### src/rtl/fft_pkg.sv
// Shared FFT definitions used by the frame loader and by fft4.
package fft_pkg;

   // Number of complex points per frame.
   localparam int FFT_N = 4;

   // Default width of each signed real/imag sample.
   localparam int DEF_DATA_WIDTH = 8;

   // Signed complex sample {real, imag} at the default width.
   typedef struct packed {
      logic signed [DEF_DATA_WIDTH-1:0] re;
      logic signed [DEF_DATA_WIDTH-1:0] im;
   } cplx_t;

endpackage

### src/rtl/fft4_frame_bank.sv
// One 4-entry complex frame bank with a single write port, a zero-fill
// of the entries from fill_from upward, and a full flag.
module fft4_frame_bank
   import fft_pkg::*;
#(
   parameter int DATA_WIDTH = DEF_DATA_WIDTH
) (
   input  logic                               clk,
   input  logic                               rst,
   input  logic                               we,
   input  logic [1:0]                         widx,
   input  logic [DATA_WIDTH-1:0]              wr_real,
   input  logic [DATA_WIDTH-1:0]              wr_imag,
   input  logic                               zero_fill,
   input  logic [2:0]                         fill_from,
   input  logic                               set_full,
   input  logic                               clr_full,
   output logic                               full,
   output logic [FFT_N-1:0][DATA_WIDTH-1:0]   rd_real,
   output logic [FFT_N-1:0][DATA_WIDTH-1:0]   rd_imag
);

   // Entry storage and full flag; the write lands below fill_from, so the
   // write and the zero-fill never touch the same entry.
   always_ff @(posedge clk) begin
      if (rst) begin
         // NOTE: the bank storage is reset on purpose so a freshly reset
         // loader presents zeros rather than stale samples.
         rd_real <= '0;
         rd_imag <= '0;
         full    <= 1'b0;
      end else begin
         for (int i = 0; i < FFT_N; i++) begin
            if (we && (widx == 2'(i))) begin
               // NOTE: state is updated with non-blocking assignments so every
               // register samples pre-edge values, independent of block order.
               rd_real[i] <= wr_real;
               rd_imag[i] <= wr_imag;
            end else if (zero_fill && (3'(i) >= fill_from)) begin
               rd_real[i] <= '0;
               rd_imag[i] <= '0;
            end
         end
         if (set_full) begin
            full <= 1'b1;
         end else if (clr_full) begin
            full <= 1'b0;
         end
      end
   end

endmodule

### src/rtl/fft4_frame_loader.sv
// Ping-pong loader that packs a serial complex stream into 4-point frames
// for fft4. Flush closes a partial frame with zero padding.
module fft4_frame_loader
   import fft_pkg::*;
#(
   parameter int DATA_WIDTH = DEF_DATA_WIDTH
) (
   input  logic                         clk,
   input  logic                         rst,
   input  logic                         s_valid,
   output logic                         s_ready,
   input  logic signed [DATA_WIDTH-1:0] s_real,
   input  logic signed [DATA_WIDTH-1:0] s_imag,
   input  logic                         flush,
   output logic signed [DATA_WIDTH-1:0] out0_real,
   output logic signed [DATA_WIDTH-1:0] out0_imag,
   output logic signed [DATA_WIDTH-1:0] out1_real,
   output logic signed [DATA_WIDTH-1:0] out1_imag,
   output logic signed [DATA_WIDTH-1:0] out2_real,
   output logic signed [DATA_WIDTH-1:0] out2_imag,
   output logic signed [DATA_WIDTH-1:0] out3_real,
   output logic signed [DATA_WIDTH-1:0] out3_imag,
   output logic                         out_valid,
   input  logic                         out_ready,
   output logic [15:0]                  frame_count
);

   logic                              wr_bank;
   logic                              rd_bank;
   logic [1:0]                        wr_idx;
   logic [1:0]                        bank_full;
   logic [FFT_N-1:0][DATA_WIDTH-1:0]  bank_real [2];
   logic [FFT_N-1:0][DATA_WIDTH-1:0]  bank_imag [2];

   logic       accept;
   logic       last_beat;
   logic       do_flush;
   logic       close_frame;
   logic       drain;
   logic [2:0] fill_from;

   // Handshake outputs come only from registered flags.
   assign s_ready   = !bank_full[wr_bank];
   assign out_valid = bank_full[rd_bank];

   // Per-cycle decode of accept, frame completion, flush and drain.
   always_comb begin
      // NOTE: every output gets a default first so no path infers a latch.
      accept      = 1'b0;
      last_beat   = 1'b0;
      do_flush    = 1'b0;
      close_frame = 1'b0;
      drain       = 1'b0;
      fill_from   = 3'd0;

      accept    = s_valid && s_ready;
      last_beat = accept && (wr_idx == 2'd3);
      // A flush on the 4th beat is just a normal completion.
      do_flush    = flush && ((wr_idx != 2'd0) || accept) && !last_beat;
      close_frame = last_beat || do_flush;
      drain       = out_valid && out_ready;
      // First entry left empty once this cycle's beat (if any) is written.
      fill_from   = {1'b0, wr_idx} + {2'b00, accept};
   end

   for (genvar b = 0; b < 2; b++) begin : g_bank
      fft4_frame_bank #(
         .DATA_WIDTH (DATA_WIDTH)
      ) u_bank (
         .clk       (clk),
         .rst       (rst),
         .we        (accept && (wr_bank == 1'(b))),
         .widx      (wr_idx),
         .wr_real   (s_real),
         .wr_imag   (s_imag),
         .zero_fill (do_flush && (wr_bank == 1'(b))),
         .fill_from (fill_from),
         .set_full  (close_frame && (wr_bank == 1'(b))),
         .clr_full  (drain && (rd_bank == 1'(b))),
         .full      (bank_full[b]),
         .rd_real   (bank_real[b]),
         .rd_imag   (bank_imag[b])
      );
   end

   // Frame presented to fft4 is always the read bank.
   assign out0_real = bank_real[rd_bank][0];
   assign out0_imag = bank_imag[rd_bank][0];
   assign out1_real = bank_real[rd_bank][1];
   assign out1_imag = bank_imag[rd_bank][1];
   assign out2_real = bank_real[rd_bank][2];
   assign out2_imag = bank_imag[rd_bank][2];
   assign out3_real = bank_real[rd_bank][3];
   assign out3_imag = bank_imag[rd_bank][3];

   // Write/read pointers and drained-frame counter.
   always_ff @(posedge clk) begin
      if (rst) begin
         wr_bank     <= 1'b0;
         rd_bank     <= 1'b0;
         wr_idx      <= 2'd0;
         frame_count <= 16'd0;
      end else begin
         if (close_frame) begin
            wr_bank <= ~wr_bank;
            wr_idx  <= 2'd0;
         end else if (accept) begin
            wr_idx <= wr_idx + 2'd1;
         end
         if (drain) begin
            rd_bank     <= ~rd_bank;
            frame_count <= frame_count + 16'd1;
         end
      end
   end

endmodule

### config.mk
export PLATFORM = sky130hd
export DESIGN_NAME = fft4_frame_loader
export DESIGN_NICKNAME = d
export VERILOG_FILES = /design/src/rtl/fft_pkg.sv /design/src/rtl/fft4_frame_bank.sv /design/src/rtl/fft4_frame_loader.sv
export SDC_FILE = /design/constraint.sdc
export NUM_CORES = 1
export LEC_CHECK = 0
export ABC_AREA = 1
export BUFFER_PORTS_ARGS = -buffer_cell sky130_fd_sc_hd__buf_2
export CAP_MARGIN = 20
export CORE_UTILIZATION = 48
export DETAILED_ROUTE_END_ITERATION = 6
export PLACE_DENSITY = 0.69
export SYNTH_ARGS = -nofsm -noshare
export SYNTH_HDL_FRONTEND = slang
export SYNTH_HIERARCHICAL = 1
export SYNTH_SLANG_ARGS = --single-unit
### constraint.sdc
create_clock -name clk -period 2.65 [get_ports clk]
set_input_delay 0.1325 -clock clk [delete_from_list [all_inputs] [get_ports clk]]
set_output_delay 0.1325 -clock clk [all_outputs]
set_load 0.01 [all_outputs]
==> results.py <==
metrics = {
    "status": {
        "outcome": "finished clean",
    },
    "cells_and_area": {
        "fill_cells": 1458,
        "multiInputGateArea_mm2": 0.00373,
        "antenna_cells": 0,
        "finalNetCount": 1105,
        "final-seq-area_mm2": 0.00301,
        "syn_to_final_growth_pct": 14.6,
        "fin_cells": 1276,
        "drive_above_1_share_pct": 21.4,
    },
    "clock_tree": {
        "path_clk_slew_ns": 0.06,
        "ctsResizeCount": 0,
        "htree_levels": 4,
        "numCtsBuffers": 17,
        "clock-sinks": 150,
        "postCtsSetupBuffers": 0,
        "ctsHoldBuffers": 0,
        "cts-root-buf": "clkbuf_16",
        "clk-insertion-delay-late_ns": 0.44,
        "cts_max_path_buffers": 2,
        "cts_tree": "done",
    },
    "setup_path": {
        "worst-r2r-setup-slack_ns": 0.30,
        "critical_path.cell_chain": "nand2_1 > nand3_4 > inv_4 > ha_1 > ha_1 > nor2_1 > nand2_1 > nand3_1 > a21oi_1",
        "cp_top_family": "simple AND/OR/NAND/NOR gates",
        "max_stage_delay_ns": 0.48,
        "timing.critical_path.slowest_stage_cell": "dfxtp_1",
        "critical_path_class": "reg -> reg",
        "end_kind": "flip-flop",
        "startpoint_type": "flip-flop",
        "cp_data_arrival_time_ns": 2.71,
        "required_ns": 3.01,
        "crit_fanout": 16,
        "path_buf_inv": 1,
    },
    "detailed_routing": {
        "drtPass1Iterations": 5,
        "postRouteAntennaNets": 0,
        "drc_errors": 0,
        "viasPerCell": 5.80,
        "drt_iter0_markers": 592,
        "drt-wirelength-per-cell_um": 17.0,
        "num_vias": 7398,
        "drt_wl_total_um": 21700,
    },
    "yosys": {
        "syn_avg_cell_area_um2": 7.27,
        "synth_seq_area_share_pct": 40.8,
        "synth_nets": 1039,
        "yosysWarnings": 6,
        "yosysUniqueCellTypes": 28,
        "synthCells": 1013,
        "synth.cell_area_mm2": 0.00736,
        "ys_seq_elements": 150,
    },
    "sta": {
        "worstMarginPinSlew_ns": 0.615,
        "worst_clock_skew_ns": 0.00702,
        "finalHoldViolCount": 0,
        "setup_viol": 0,
        "slew_violations": 0,
        "fmax_ghz": 0.426,
        "setup_tns_ns": 0,
        "rsz0062_at_grt": "no",
        "period_minus_slack_ns": 2.35,
        "timing.final.crit_share_pct": 88.6,
        "relSlewSlack_pct": 59.0,
    },
    "floorplan": {
        "initial_core_util_pct": 49.9,
        "die_x_um": 126,
        "num_rows": 44,
        "core_mm2": 0.0148,
        "die_y_um": 126,
        "die_area_mm2": 0.0158,
        "num_io_pins": 103,
    },
    "power_and_ir_drop": {
        "fin_total_pwr_mw": 5.50,
        "switching_share_pct": 29.8,
        "p_seq_share_pct": 43.0,
        "intPower_mw": 3.86,
        "clock_power_share_pct": 42.8,
        "ir_drop_mv": 0.454,
        "powerDensity_mw_per_mm2": 651,
        "switchingPower_mw": 1.64,
        "p_leak_nw": 3.38,
        "p_comb_share_pct": 14.2,
    },
    "placement": {
        "hpwl_um": 13700,
        "dp_cells": 1244,
        "portBuffers": 102,
        "place.gp.congestion": 0.855,
    },
    "grt": {
        "grt_pass1_vias": 6679,
        "antenna_found_initial": 0,
        "grt_start_max_net_pins": 93,
        "grt_pass1_wl_um": 35200,
        "gr-usage-all-layers_pct": 28.2,
        "overflow": 0,
    },
    "flow_run": {
        "maxCapViolCount": 0,
    },
    "min_path": {
        "hold_path_class": "in -> reg",
    },
}
==> synth_stat cells, drive strengths merged <==
cell    number  area share (%)
nand4      102             8.7
dfxtp      150              41
nor3         3            0.20
nand3      151              11
nand2      282              15
a21oi      139              11
o21ai       10            0.68
xnor2        1            0.12
inv         41             2.3
clkbuf      18            0.92
ha           5            0.85
nor2        47             2.7
buf         62             5.3
clkinv       2            0.14
==> cell type report <==
class,count,share of cell area [%]
Sequential cell,150,35.6
Clock inverter,13,1.47
Clock buffer,19,5.36
Tap cell,184,2.73
Inverter,43,2.15
Multi-Input combinational cell,740,44.2
Timing Repair Buffer,127,8.45
==> metrics by stage <==
step / hold WS [ns] / area [µm²] / util, % / setup slack, ns
floorplan: 0.205 / 7360 / - / 0.791
global placement: 0.466 / 7870 / 53.3 / 0.419
detailed placement: 0.470 / 7870 / 53.3 / 0.360
CTS: 0.0227 / 8440 / 57.2 / 0.354
global route: 0.0432 / 8440 / 57.2 / 0.163
finish: 0.0381 / 8440 / 57.2 / 0.302
==> state kept, by name, indices dropped and copies added, names as in the netlist <==
register,cells
g_bank.u_bank/rd_imag,64
g_bank.u_bank/rd_real,64
frame_count,16
g_bank.u_bank/full,2
wr_idx,2
rd_bank,1
wr_bank,1
==> worst reg2reg max path, stage by stage, from the launching register on <==
cell	delay, ns
dfxtp_1	0.48
nand2_1	0.14
nand3_4	0.18
inv_4	0.07
ha_1	0.19
ha_1	0.37
nor2_1	0.07
nand2_1	0.43
nand3_1	0.17
a21oi_1	0.19
==> worst paths after layout <==
kind,start,end,cells past startpoint
setup reg to reg,wr_bank$_SDFFE_PP0P_,g_bank[1].u_bank/rd_real[3]$_SDFFE_PP0P_,9
setup / recovery,wr_bank$_SDFFE_PP0P_,g_bank[1].u_bank/rd_real[3]$_SDFFE_PP0P_,9
hold / removal,s_imag[7],g_bank[1].u_bank/rd_imag[7]$_SDFFE_PP0P_,3
hold reg to reg,g_bank[0].u_bank/rd_imag[27]$_SDFFE_PP0P_,g_bank[0].u_bank/rd_imag[27]$_SDFFE_PP0P_,2
==> layer usage <==
metal	GRT usage (%)	vias to the layer above	part of all wire (%)	wire length [µm]
met3	5.27	35	6.4	1390
met2	44.4	284	46	9930
met4	11.5	0	2.4	522
met5	0	-	0	0
met1	38.0	3480	46	9900
li1	-	3599	-	-
==> cells in the final DEF, fill, tap and decap left out, types with 2 or more instances in the layout <==
cell type	instances
clkinv_2	4
nand4_1	102
nand2_4	2
dfxtp_2	3
a21oi_1	118
o21ai_0	9
nor2_1	42
nand3_1	141
dfxtp_1	147
buf_2	101
clkbuf_8	2
nand3_2	6
a21oi_2	21
buf_4	25
nand2_2	25
nand2_1	255
nor2_4	5
inv_1	34
clkinv_4	5
inv_2	2
inv_4	3
clkinvlp_4	3
nor3_1	3
clkbuf_16	17
inv_6	4
ha_1	5
nand3_4	4
==> power groups by stage <==
stage	logic, mW	clock network, mW	registers (mW)
floorplan	0.551	0	2.39
finish	0.783	2.35	2.36
global route	0.843	2.49	2.37
CTS	0.773	2.39	2.36
global placement	0.764	0	2.41
detailed placement	0.771	0	2.41
==> logic make-up (layout without fill, tap and decap cells) <==
kind of cell	Yosys count	after routing	share of synthesized area, %
buf+inv	123	202	8.72
xor+xnor	1	1	0.119
compound gates	149	149	11.2
simple gates	585	585	38.3
fa+ha+maj	5	5	0.849
flops	150	150	40.8
Note: power is estimated with default switching activity, not from simulation.
